### src/rtl/int_logic_fu_pkg.sv
// rtl/int_logic_fu_pkg.sv - shared op codes, FSM states and width defaults for integer functional units
// Optional feature macro: INT_FU_SUB_EN (op 11 becomes subtract instead of NOR).
package int_logic_fu_pkg;

    localparam int DW_DEF    = 16;
    localparam int TAG_W_DEF = 3;
    localparam int CNT_W     = 4;

    localparam logic [1:0] OP_AND = 2'b00;
    localparam logic [1:0] OP_OR  = 2'b01;
    localparam logic [1:0] OP_XOR = 2'b10;
`ifdef INT_FU_SUB_EN
    localparam logic [1:0] OP_SUB = 2'b11;
`else
    localparam logic [1:0] OP_NOR = 2'b11;
`endif

    typedef logic [1:0] state_t;

    localparam state_t ST_IDLE = 2'd0;
    localparam state_t ST_READ = 2'd1;
    localparam state_t ST_EXEC = 2'd2;
    localparam state_t ST_WB   = 2'd3;

endpackage

### src/rtl/int_logic_alu.sv
// rtl/int_logic_alu.sv - combinational bitwise logic unit (op 11 is SUB under INT_FU_SUB_EN, else NOR)
module int_logic_alu
    import int_logic_fu_pkg::*;
#(
    parameter int DW = DW_DEF
) (
    input  logic [1:0]    op_i,
    input  logic [DW-1:0] a_i,
    input  logic [DW-1:0] b_i,
    output logic [DW-1:0] result_o
);

    always_comb begin
        result_o = '0;
        case (op_i)
            OP_AND:  result_o = a_i & b_i;
            OP_OR:   result_o = a_i | b_i;
            OP_XOR:  result_o = a_i ^ b_i;
`ifdef INT_FU_SUB_EN
            OP_SUB:  result_o = a_i - b_i;
`else
            OP_NOR:  result_o = ~(a_i | b_i);
`endif
            default: result_o = '0;
        endcase
    end

endmodule

### src/rtl/int_logic_fu.sv
// rtl/int_logic_fu.sv - scoreboard integer logic unit: issue, operand read, timed execute, held write-back
// Optional feature macro: INT_FU_SUB_EN (selects subtract for op 11 inside int_logic_alu).
module int_logic_fu
    import int_logic_fu_pkg::*;
#(
    parameter int DW          = DW_DEF,
    parameter int TAG_W       = TAG_W_DEF,
    parameter int EXEC_CYCLES = 1
) (
    input  logic             clk,
    input  logic             rst_n,
    input  logic             issue_valid,
    input  logic [1:0]       issue_op,
    input  logic [TAG_W-1:0] issue_dest,
    output logic             issue_ready,
    input  logic             opnd_valid,
    input  logic [DW-1:0]    opnd_a,
    input  logic [DW-1:0]    opnd_b,
    output logic             busy,
    output logic             wr_req,
    output logic [TAG_W-1:0] wr_dest,
    output logic [DW-1:0]    wr_data,
    input  logic             wr_grant,
    input  logic             flush
);

    localparam logic [CNT_W-1:0] CNT_LOAD = CNT_W'(EXEC_CYCLES - 1);

    state_t             state_q, state_d;
    logic [1:0]         op_q, op_d;
    logic [TAG_W-1:0]   dest_q, dest_d;
    logic [DW-1:0]      a_q, a_d;
    logic [DW-1:0]      b_q, b_d;
    logic [CNT_W-1:0]   cnt_q, cnt_d;
    logic [DW-1:0]      data_q, data_d;
    logic [DW-1:0]      alu_result;

    int_logic_alu #(.DW(DW)) u_alu (
        .op_i     (op_q),
        .a_i      (a_q),
        .b_i      (b_q),
        .result_o (alu_result)
    );

    // flush overrides every other input; inputs outside their state are ignored
    always_comb begin
        state_d = state_q;
        op_d    = op_q;
        dest_d  = dest_q;
        a_d     = a_q;
        b_d     = b_q;
        cnt_d   = cnt_q;
        data_d  = data_q;
        if (flush) begin
            state_d = ST_IDLE;
        end else begin
            case (state_q)
                ST_IDLE: if (issue_valid) begin
                    op_d    = issue_op;
                    dest_d  = issue_dest;
                    state_d = ST_READ;
                end
                ST_READ: if (opnd_valid) begin
                    a_d     = opnd_a;
                    b_d     = opnd_b;
                    cnt_d   = CNT_LOAD;
                    state_d = ST_EXEC;
                end
                ST_EXEC: if (cnt_q == '0) begin
                    data_d  = alu_result;
                    state_d = ST_WB;
                end else begin
                    cnt_d   = cnt_q - CNT_W'(1);
                end
                ST_WB: if (wr_grant) begin
                    state_d = ST_IDLE;
                end
                default: state_d = ST_IDLE;
            endcase
        end
    end

    always_ff @(posedge clk or negedge rst_n) begin
        if (!rst_n) begin
            state_q <= ST_IDLE;
            op_q    <= '0;
            dest_q  <= '0;
            a_q     <= '0;
            b_q     <= '0;
            cnt_q   <= '0;
            data_q  <= '0;
        end else begin
            state_q <= state_d;
            op_q    <= op_d;
            dest_q  <= dest_d;
            a_q     <= a_d;
            b_q     <= b_d;
            cnt_q   <= cnt_d;
            data_q  <= data_d;
        end
    end

    assign issue_ready = (state_q == ST_IDLE);
    assign busy        = (state_q != ST_IDLE);
    assign wr_req      = (state_q == ST_WB);
    assign wr_dest     = dest_q;
    assign wr_data     = data_q;

endmodule
### config.mk
export PLATFORM = sky130hd
export DESIGN_NAME = int_logic_fu
export DESIGN_NICKNAME = d
export VERILOG_FILES = /design/src/rtl/int_logic_fu_pkg.sv /design/src/rtl/int_logic_alu.sv /design/src/rtl/int_logic_fu.sv
export SDC_FILE = /design/constraint.sdc
export NUM_CORES = 1
export LEC_CHECK = 0
export CORE_MARGIN = 2
export CORE_UTILIZATION = 30
export DETAILED_ROUTE_END_ITERATION = 10
export SLEW_MARGIN = 10
export SYNTH_ARGS = -nofsm -noshare
export SYNTH_HDL_FRONTEND = slang
export SYNTH_SLANG_ARGS = --single-unit
### constraint.sdc
create_clock -name clk -period 2.9 [get_ports clk]
set_clock_uncertainty 0.1 [all_clocks]
set_input_delay 0.435 -clock clk [delete_from_list [all_inputs] [get_ports clk]]
set_output_delay 0.435 -clock clk [all_outputs]
set_load 0.01 [all_outputs]
==> results.toml, run 1 <==
[timing]
period_share = 0.7992
totalNegativeSetupSlack_ps = 0
hold_violations = 0
tightest_slew_ps = 1057
final-max-slew-violation-count = 0
fin_crit_ps = 2318
relSlewSlack = 0.2956
fin_ws_ps = 582.2
fmaxAchievable_mhz = 431.4
finalSetupViolCount = 0
holdWs_ps = 63.90
rsz0062_at_grt = "no"

[detailed_routing]
vias_per_cell = 4.589
drtPass1Iterations = 4
detail_route.wl_per_cell_um = 13.41
ant_nets = 0
drt-initial-drc-count = 72
wl_mm = 7.267
drc = 0
vias = 2487

[clocking]
post_cts_buffers = 0
holdBufCountCts = 0
path_clk_slew_ps = 50
clock_sinks = 59
post_cts_resized = 0
clock_path_buffers = 2
htreeDepth = 3
cts-root-buf = "clkbuf_16"
cts_tree = "yes"
cts_buffers = 9
insertion_delay_ps = 320

[die]
ioPinCount = 65
core_area_um2 = 11420
rows = 39
die-area_um2 = 12580
fp.dieW_um = 112.2
initial_core_util = 0.3074
fp.dieH_um = 112.2

[synth]
synth_cells = 331
synth_seq_cells = 59
ys_seq_area_frac = 0.4207
synth.avg_cell_area_um2 = 10.60
synth-warning-count = 0
yosysUniqueCellTypes = 28
postSynthNetCount = 412
syn_area_um2 = 3510

[power_and_ir_drop]
power_density_nw_per_um2 = 1034
p_leak_nw = 2.060
power.total_mw = 4.738
ir_drop_mv = 0.3894

[worst_setup_path]
cp.arrival_ps = 2440
cp-start-kind = "flip-flop"
crit_type = "flip-flop to flip-flop"
cp-end-kind = "flip-flop"
cp.required_ps = 3020
path_max_fanout = 18

[run_status]
status = "completed"

[grt]
grt_antenna_before_repair = 0
grt_pass1_vias = 2501
grt_max_degree = 36
overflow = 0
track_usage = 0.1226
grt_pass1_wl_mm = 12.21

[cells_and_area]
diodes = 0
final_common_cell = "clkdlybuf4s50_1"
final_cell_mix = "clkdlybuf4s50_1, dfrtp_1, ha_1"
area_growth_syn_to_layout_pct = 30.52
drive_above_1_share = 0.1328
stdcell_count = 542
nets = 475

[place]
placed_cells = 526
dp_hpwl_mm = 5.134
place.gp.congestion = 0.7171
post-place-ws_ps = 511.3
io_buffers = 64

[flow_run]
drv_cap = 0

[min_path]
hold_path.class = "input pin to async pin"
state kept, by name, indices dropped and copies added (netlist names):
register and cells:
state_q 2, cnt_q 4, wr_data 16, a_q 16, wr_dest 3, b_q 16
op_q 2
kinds of logic after synthesis:
kind of cell / count (synthesis) / synth area share
AO/OA/AOI/OAI: 54 / 0.1073
buffers and inverters: 55 / 0.06916
multiplexers: 42 / 0.1333
adder cells (fa/ha/maj): 38 / 0.1355
AND/OR/NAND/NOR: 83 / 0.1340
flip-flops: 59 / 0.4207
critical path, cell delays in order, from the launching register on:
cell     delay, ps
dfrtp_1        370
inv_1          120
ha_1           170
or3b_1         410
buf_4          230
or2_1          460
o31ai_1        350
worst paths after layout:
path	startpoint	end	slack, ps	cells after the start
worst min register to register	wr_dest[2]	wr_dest[2]	400	1
worst max register to register	cnt_q[0]	wr_data[1]	580	6
worst min-delay path	rst_n	a_q[10]	60	1
min in group clk	wr_dest[2]	wr_dest[2]	400	1
worst max-delay path	cnt_q[0]	wr_data[1]	580	6
max in group asynchronous	rst_n	a_q[1]	1930	2
where the power goes:
group	total [mW]	leakage [nW]	switching [mW]	internal, mW
clock	1.10	0.148	0.369	0.735
combinational	2.04	1.18	0.928	1.11
sequential	1.60	0.732	0.388	1.21
cell usage after synthesis, drive strengths merged:
cell type,number,area [um^2]
o21a,16,120.1
mux2,38,427.9
nand3b,2,15.01
and4bb,1,12.51
o22ai,1,6.260
nor4b,1,8.760
or2b,1,7.510
o31ai,16,120.1
nor2,19,71.32
a21oi,1,5.000
nand2b,2,12.51
buf,6,58.80
or2,1,6.260
or4,2,15.01
ha,38,475.5
or3b,2,17.52
dfrtp,59,1476
nor3,17,85.08
o21ai,18,90.09
nor2b,35,219.0
mux2i,4,40.04
clkbuf,12,45.04
inv,37,138.9
a2111oi,1,27.53
o21bai,1,7.510
layer usage:
metal  up-vias  part of all wire  track usage  wire length, um
met5         -                 0            0                0
met4         0             0.016      0.04553              119
met3        10             0.037      0.03510              271
met2        46              0.48       0.2056             3505
met1      1192              0.46       0.1504             3371
li1       1239                 -            -                -
area by class of cell:
| type | instances | area, um^2 |
|---|---|---|
| clock inverters | 3 | 45.04 |
| fillers | 1125 | 6838 |
| flip-flops and latches | 59 | 1476 |
| well taps | 143 | 178.9 |
| multi-input cells | 217 | 1790 |
| inverters | 37 | 138.9 |
| repair buffers | 70 | 680.7 |
| clock buffers | 13 | 270.3 |
per-stage QoR:
| stage | util | area, um^2 |
|---|---|---|
| global placement | 0.3735 | 4265 |
| detailed placement | 0.3735 | 4265 |
| floorplan | - | 3510 |
| CTS | 0.4012 | 4581 |
| global route | 0.4012 | 4581 |
| finish | 0.4012 | 4581 |
No activity file was read; power rests on OpenSTA's default activity.
==> inputs of run 2 (changes only) <==
==> constraint.sdc (replaced) <==
create_clock -name clk -period 2.25 [get_ports clk]
set_clock_uncertainty 0.1 [all_clocks]
set_input_delay 0.3375 -clock clk [delete_from_list [all_inputs] [get_ports clk]]
set_output_delay 0.3375 -clock clk [all_outputs]
set_load 0.01 [all_outputs]
==> results.toml, run 2 (synthesized netlist as in run 1, its figures left out) <==
[cells_and_area]
drive_above_1_share = 0.1390
nets = 480
diodes = 0
multi_input_area_um2 = 1793
final_cell_mix = "clkdlybuf4s50_1, dfrtp_1, ha_1"
regArea_um2 = 1476
area_growth_syn_to_layout_pct = 30.55
final_common_cell = "clkdlybuf4s50_1"
stdcell_count = 546
n_fill_cell = 1151

[worst_setup_path]
rrSetupSlack_ps = 120
cp_top_family = "simple AND/OR/NAND/NOR gates"
worst-path-buf-inv = 1
cpPeakStageDelay_ps = 450
cp.required_ps = 2350
cp-end-kind = "flip-flop"
cp_cell_sequence = "inv_1 > ha_1 > or3b_1 > a2111oi_4 > mux2_1"
crit_cells = 5
r2r_start = "cnt_q[0]"
cp-start-kind = "flip-flop"
reg2reg_depth = 5
critPathLaunch = "cnt_q[0]"
crit_type = "flip-flop to flip-flop"
path_max_fanout = 4
cp.arrival_ps = 2230
r2r-end = "state_q[0]"
crit_slowest_cell = "or3b_1"
crit_path_end = "state_q[0]"

[detailed_routing]
dr_wl_met3_um = 273
drt-initial-drc-count = 42
wl_met1_mm = 3.213
vias_per_cell = 4.610
drtPass1Iterations = 4
highest_layer = "met4"
ant_nets = 0
met2WireLength_mm = 3.492
vias = 2517
detail_route.wl_per_cell_um = 13.01
drc = 0
wl_mm = 7.101

[power_and_ir_drop]
power_density_nw_per_um2 = 1297
ir_drop_mv = 0.4289
p_sw_frac = 0.3609
p_comb_frac = 0.459
pwr-share-seq = 0.338
intPower_mw = 3.798
clkPwrFrac = 0.203
p_leak_nw = 2.076
p_switching_mw = 2.145

[clocking]
clock_sinks = 59
insertion_delay_ps = 330
post_cts_buffers = 0
cts-root-buf = "clkbuf_16"
clock_path_buffers = 2
cts_tree = "yes"
path_clk_slew_ps = 50
cts_buffers = 9
htreeDepth = 3

[die]
initial_core_util = 0.3074
core_area_um2 = 11420
ioPinCount = 65
fp.dieH_um = 112.2
fp.dieW_um = 112.2
die-area_um2 = 12580
rows = 39

[min_path]
hold_path.class = "flip-flop to flip-flop"

[flow_run]
drv_cap = 0

[timing]
totalNegativeSetupSlack_ps = 0
hold_violations = 0
final-max-slew-violation-count = 0
tightest_slew_ps = 1103
rsz0062_at_grt = "no"
relSlewSlack = 0.2644
holdWs_ps = 406.0
finalSetupViolCount = 0
fmaxAchievable_mhz = 468.7
period_share = 0.9482
fin_ws_ps = 116.4
fin_crit_ps = 2134

[grt]
track_usage = 0.1216
grt_max_degree = 34
grt_antenna_before_repair = 0
grt_pass1_wl_mm = 12.12
overflow = 0
grt_pass1_vias = 2596

[place]
post-place-ws_ps = 50.96
place.gp.congestion = 0.7612
dp_hpwl_mm = 5.095
io_buffers = 64
placed_cells = 530

[run_status]
status = "completed"
run 2: stage by stage:
| step | utilization | power, mW | instance area (um^2) |
|---|---|---|---|
| final | 0.4013 | 5.943 | 4582 |
| after global routing | 0.4013 | 6.486 | 4582 |
| after CTS | 0.4011 | 6.033 | 4579 |
| after detailed placement | 0.3773 | 4.780 | 4308 |
| after global placement | 0.3773 | 4.649 | 4308 |
| after floorplan | - | 3.849 | 3510 |
run 2: power groups by stage:
stage	clock, mW	combinational [mW]	sequential (mW)
2_1_floorplan	0	1.95	1.90
3_3_place_gp	0	2.65	2.00
3_5_place_dp	0	2.75	2.03
4_1_cts	1.24	2.77	2.02
5_1_grt	1.28	3.11	2.09
6_report	1.21	2.73	2.01
run 2: per-layer routing:
layer	global-route usage	up-vias
li1	-	1259
met4	0.05366	0
met1	0.1469	1206
met3	0.02970	9
met2	0.2060	43
met5	0	-
run 2: worst register-to-register path, delay by kind of cell, from the launching register on:
family                     cells  cell delay [ps]
buffers and inverters          1              110
adders and majority gates      1              180
AOI/OAI and AO/OA              1              420
DFF                            1              370
muxes                          1              360
and+or+nand+nor                1              450
run 2: worst min path at each step:
stage	startpoint	endpoint	slack [ps]	cells after the start
after CTS	wr_dest[0]	wr_dest[0]	410	1
after detailed placement	rst_n	a_q[10]	240	1
after global routing	wr_dest[0]	wr_dest[0]	420	1
final	wr_dest[0]	wr_dest[0]	410	1
after floorplan	rst_n	a_q[0]	-60	0
after global placement	rst_n	a_q[10]	240	1
run 2: final cells by class:
type,count,area share
inverters,37,0.03031
clock inverters,3,0.003277
well taps,143,0.03905
clock buffers,12,0.05380
repair buffers,75,0.1600
multi-input cells,217,0.3913
flip-flops and latches,59,0.3222
run 2: timing repair:
item,in CTS,in global routing
endpoints found under the hold margin,20,0
hold buffers,1,0
gates resized for setup,0,2
endpoints found under the setup margin,0,13
==> inputs of run 3 (changes only) <==
--- a/config.mk
+++ b/config.mk
@@ -8,7 +8,8 @@
 export CORE_MARGIN = 2
 export CORE_UTILIZATION = 30
 export DETAILED_ROUTE_END_ITERATION = 10
-export SLEW_MARGIN = 10
+export SKIP_CTS_REPAIR_TIMING = 1
+export SLEW_MARGIN = 5
 export SYNTH_ARGS = -nofsm -noshare
 export SYNTH_HDL_FRONTEND = slang
 export SYNTH_SLANG_ARGS = --single-unit
==> results of run 3 <==
Same layout as run 2: the final DEF is identical, and so are final timing and power.
Main changes from that run: met1 usage 0.1469 -> 0.1466; met3 usage 0.02970 -> 0.03024
